## src/rtl/fetch_stage.sv

```systemverilog
// Beta pipeline instruction-fetch stage: owns the PC, drives the instruction-memory
// address, and loads the decode-stage register with fetched, bubble or trap words.
module fetch_stage #(
  parameter logic [31:0] RESET_VEC = 32'h8000_0000,
  parameter logic [31:0] IRQ_VEC   = 32'h8000_0008,
  parameter logic [31:0] NOP_INSTR = 32'h83FF_F800,
  parameter logic [31:0] IRQ_INSTR = 32'h7BDF_0000
) (
  input  logic        clk,
  input  logic        rst,
  input  logic        stall,
  input  logic        branch_taken,
  input  logic [31:0] branch_target,
  input  logic        irq,
  output logic [31:0] imem_addr,
  input  logic [31:0] imem_data,
  output logic [31:0] ir_decode,
  output logic [31:0] pc_decode,
  output logic        valid_decode,
  output logic [31:0] pc
);

  localparam int unsigned XLEN = 32;

  logic [XLEN-1:0] pc_q, pc_d;
  logic [XLEN-1:0] ir_q, ir_d;
  logic [XLEN-1:0] pcd_q, pcd_d;
  logic            valid_q, valid_d;
  logic            irq_pending_q, irq_pending_d;
  logic [XLEN-1:0] pc_inc;
  logic            take_irq;

  // Increment never touches the supervisor bit; the low 31 bits wrap.
  assign pc_inc   = {pc_q[XLEN-1], 31'(pc_q[XLEN-2:0] + 31'd4)};
  assign take_irq = irq_pending_q & ~pc_q[XLEN-1] & ~stall & ~branch_taken;

  always_comb begin
    pc_d          = pc_q;
    ir_d          = ir_q;
    pcd_d         = pcd_q;
    valid_d       = valid_q;
    irq_pending_d = irq_pending_q | irq;
    if (stall) begin
      pc_d = pc_q;
    end else if (branch_taken) begin
      // A user-mode branch can never raise the supervisor bit.
      pc_d    = {branch_target[XLEN-1] & pcd_q[XLEN-1], branch_target[XLEN-2:2], 2'b00};
      ir_d    = NOP_INSTR;
      pcd_d   = '0;
      valid_d = 1'b0;
    end else if (take_irq) begin
      // The word at pc is dropped; the handler returns to XP-4 to re-fetch it.
      ir_d          = IRQ_INSTR;
      pcd_d         = pc_inc;
      valid_d       = 1'b1;
      pc_d          = IRQ_VEC;
      irq_pending_d = 1'b0;
    end else begin
      ir_d    = imem_data;
      pcd_d   = pc_inc;
      valid_d = 1'b1;
      pc_d    = pc_inc;
    end
  end

  always_ff @(posedge clk) begin
    if (rst) begin
      pc_q          <= RESET_VEC;
      ir_q          <= NOP_INSTR;
      pcd_q         <= '0;
      valid_q       <= 1'b0;
      irq_pending_q <= 1'b0;
    end else begin
      pc_q          <= pc_d;
      ir_q          <= ir_d;
      pcd_q         <= pcd_d;
      valid_q       <= valid_d;
      irq_pending_q <= irq_pending_d;
    end
  end

  assign imem_addr    = pc_q;
  assign pc           = pc_q;
  assign ir_decode    = ir_q;
  assign pc_decode    = pcd_q;
  assign valid_decode = valid_q;

endmodule

```

## config.mk

```make
export PLATFORM = sky130hd
export DESIGN_NAME = fetch_stage
export DESIGN_NICKNAME = d
export VERILOG_FILES = /design/src/rtl/fetch_stage.sv
export SDC_FILE = /design/constraint.sdc
export NUM_CORES = 1
export LEC_CHECK = 0
export CAP_MARGIN = 20
export CORE_ASPECT_RATIO = 1.75
export CORE_UTILIZATION = 40
export DETAILED_ROUTE_END_ITERATION = 8
export GPL_ROUTABILITY_DRIVEN = 0
export PLACE_DENSITY_LB_ADDON = 0.25
export SKIP_CTS_REPAIR_TIMING = 1
export SYNTH_ARGS = -nofsm -noshare
export SYNTH_HDL_FRONTEND = slang
export SYNTH_SLANG_ARGS = --single-unit
```

## constraint.sdc

```tcl
create_clock -name clk -period 3.8 [get_ports clk]
set_input_delay 1.14 -clock clk [delete_from_list [all_inputs] [get_ports clk]]
set_output_delay 1.14 -clock clk [all_outputs]
set_load 0.01 [all_outputs]
```

==> run summary <==
The run finished with clean final reports. Clock latency at the later pin of the worst-skew pair: 340 ps. The tools report the relative max-transition margin as 34.31%. The critical path is of the in2reg type.

In this run, synthesis inferred 0 flip-flops with an integrated enable. In this run the remaining antenna-violating nets after routing total 0. After synthesis, the cell types taking the most area are dfxtp_1 41%, buf_4 5.8%, nand2_1 5.8%. The worst-case IR drop observed on VDD is 0.2430 mV. The first routing iteration left 283 violations.

For the overall track demand over capacity in global routing, the log shows 23.57%. Summing all flip-flop and latch instances after layout gives 1902 um^2. At the placement stage, the worst setup path has a slack of 630.9 ps. Buffers inserted during clock tree synthesis total 9. The setup-violating endpoint count in the final report was 0; the number of warnings issued by yosys was 0. In the layout the commonest cells are 189 x clkdlybuf4s50_1, 95 x dfxtp_1, 72 x nand2_1, 56 x nor2_1, 40 x o21ai_0. Measured on the finished design, the core utilization comes to 59.39%. Setup TNS after final layout: 0 ps. The run gives 47.3% as the sequential cell fraction of total power.

The wire length reported by the detailed router was 14,340 um; the post-layout instance count excluding filler cells was 839. The worst hold path cell count works out to 2. The number of antenna diodes in the final layout is 0.

The leakage power is 2.439 nW. Detailed placement ended at an HPWL of 10,580 um. The cell-internal power came out at 0.001698 W. dfxtp_1 takes more of the synthesized area than any other cell.

The top cell type by area accounts for 40.94% of the synthesized area. After clock tree synthesis, the clock-pin slew on the worst setup and hold paths is 70 ps. The multi-input gate area in the final layout is 2317 um^2, and the post-synthesis async set-or-reset flop share is 0%.

Setup repair after global routing left no endpoint under its margin. The tools report the startpoint class of the critical path as a primary input. The root buffer cell chosen for the clock tree is clkbuf_16.

The tools report the initial antenna violation count as 0. Hold path startpoint: ir_decode[28]. The count of nets after finishing is 772, and the power density normalized to cell area is 344.6 nW/um^2.

The tools report the final number of hold-violating endpoints as 0. The number of standard cells after synthesis came out at 560. In the routed design, unresolved DRC markers number 0.

The combinational share of power is 16.1%. CTS built an H-tree with a depth of 3. TritonCTS built the clock tree. The first global-routing pass estimated 22,590 um of wire.

For this design, the sink count on the clock tree is 95. For the via count of the first global-routing pass, the log shows 4,516. The transition time of the tightest slew-check pin was 978.7 ps; the total number of vias was 4,607. The number of distinct library cells after synthesis was 57; the count of cells along the worst register-to-register path was 5. Quantity of I/O buffers inserted on ports: 191. For this run, the register share of the synthesized area comes to 40.94%.

Number of synthesized register bits: 95. The row count is 51. The final global-route overflow total was 0.

Critical-path maximum fanout: 10. The clock network accounts for 36.6% of the total power. The proportion of layout cells with a drive suffix above 1 came out at 6.223%. The analysis attributes to net switching a power of 0.0006003 W. The area enclosed by the die boundary is 12,070 um^2.

The clock arrives with 8.050 ps of skew. The layout has 997 filler cells. The arrival time reported for the critical path endpoint is 2960 ps.

Dividing the detail-routed via count by the number of cells gives 5.491. The tools report the instance count after placement with tap cells included as 823. Static timing analysis puts the maximum clock frequency at 364.3 MHz. The logs give 0 for the final max-slew violation count and 4 for the number of iterations in the first detailed-routing pass. The part of the cycle the worst path needs is 72.24%, and the average wire per standard cell is 17.10 um.

The number of primary I/O pins is 198, and the effective utilization at floorplan is 41.37%. Most frequent standard cell in the layout excluding fill and tap cells: clkdlybuf4s50_1. The most instantiated flip-flop cell in the synthesis netlist was dfxtp_1. The switching share of total power is 26.12%. The nature of the critical path endpoint is a flop. For the finished layout, the period the worst path requires is 2745 ps. Entering global routing, the biggest net connects 38 pins.

Across the run, the number of max-cap violations was 0. Relative to the synthesized area, the layout overhead comes to 43.58%. The die is 83.47 um wide. The core area is 11,230 um^2. The worst hold path belongs to the class reg2reg. Origin of the critical flop-to-flop path: imem_addr[2]. The combined area of all synthesized cells is 4646 um^2.

Once routing completed, OpenROAD measured the worst setup slack at 1055 ps. In this run the vertical extent of the chip is 144.6 um. Launching element of the worst setup path: branch_taken. After synthesis, the mean cell area works out to 8.296 um^2.

For the deepest clock path buffer count, the log shows 2. Data on the critical path is required at its endpoint by 4010 ps.
[cell usage after synthesis, drive strengths merged (2+ instances only)]
cell type	n
xnor2	17
a221o	2
o41ai	2
nor2	57
a22o	4
a32oi	2
and4	3
nand3	13
mux2i	2
and2	2
o21bai	18
nand2	72
or3	3
or4	4
a21oi	15
dfxtp	95
a21o	5
o32ai	3
xor2	10
or2	3
and3	7
o31a	2
o31ai	6
o21ai	45
buf	40
clkbuf	33
nand4	10
nor4	5
a22oi	27
inv	9
a211oi	9
nor3	19
o311ai	2
[critical path, stage by stage]
cell and delay [ps]:
clkdlybuf4s50_1 560, inv_1 150, o21ai_1 550, nor2_1 220
a32oi_1 240, o21ai_0 100
[sequential cells by signal (all words and copies together) (netlist names)]
signal         count
imem_addr         30
ir_decode         32
pc_decode         31
irq_pending_q      1
valid_decode       1
[power by group through the flow]
| stage | Combinational (W) | Sequential, W | Clock, W |
|---|---|---|---|
| 4_1_cts | 0.000372 | 0.00109 | 0.000862 |
| 6_report | 0.000370 | 0.00109 | 0.000842 |
| 2_1_floorplan | 0.000169 | 0.00111 | 0 |
| 5_1_grt | 0.000399 | 0.00109 | 0.000898 |
| 3_5_place_dp | 0.000370 | 0.00111 | 0 |
| 3_3_place_gp | 0.000365 | 0.00111 | 0 |
[path summary, 6_finish.rpt]
path | end | slack [ps]
max | imem_addr[19] | 1050
min | ir_decode[28] | 440
max reg2reg | imem_addr[22] | 1270
min reg2reg | ir_decode[28] | 440
[per-layer routing]
metal / track usage [%] / wire length (um) / part of all wire (%) / up-vias
li1: - / - / - / 2225
met2: 43.01 / 7595 / 53 / 172
met4: 13.29 / 570 / 4.0 / 0
met5: 0 / 0 / 0 / -
met1: 25.01 / 5333 / 37 / 2177
met3: 5.194 / 843 / 5.9 / 33
[area by class of cell]
type                            instances  share of cell area, %
Sequential cell                        95                  28.51
Timing Repair Buffer                  201                  29.64
Multi-Input combinational cell        386                  34.74
Clock inverter                          6                 0.5440
Inverter                                9                 0.5065
Tap cell                              132                  2.476
Clock buffer                           10                  3.583
[metrics by stage]
step | hold slack (ps) | instance area (um^2) | power, W
CTS | 439.8 | 6670 | 0.002320
detailed placement | 430.6 | 6395 | 0.001478
floorplan | 462.5 | 4657 | 0.001280
finish | 437.7 | 6670 | 0.002298
global route | 469.5 | 6670 | 0.002390
global placement | 426.4 | 6395 | 0.001470
[kinds of logic (layout without fill, tap and decap cells)]
group	Yosys count	after routing	share of synthesized area (%)
DFF	95	95	40.94
other	1	4	0.08072
xor gates and xnor gates	27	27	5.090
muxes	3	3	0.6733
buffers and inverters	82	226	9.588
adders and majority gates	1	1	0.2693
and+or+nand+nor	203	203	21.90
AOI/OAI and AO/OA	148	148	21.47
Note: power is estimated with default switching activity, not from simulation.
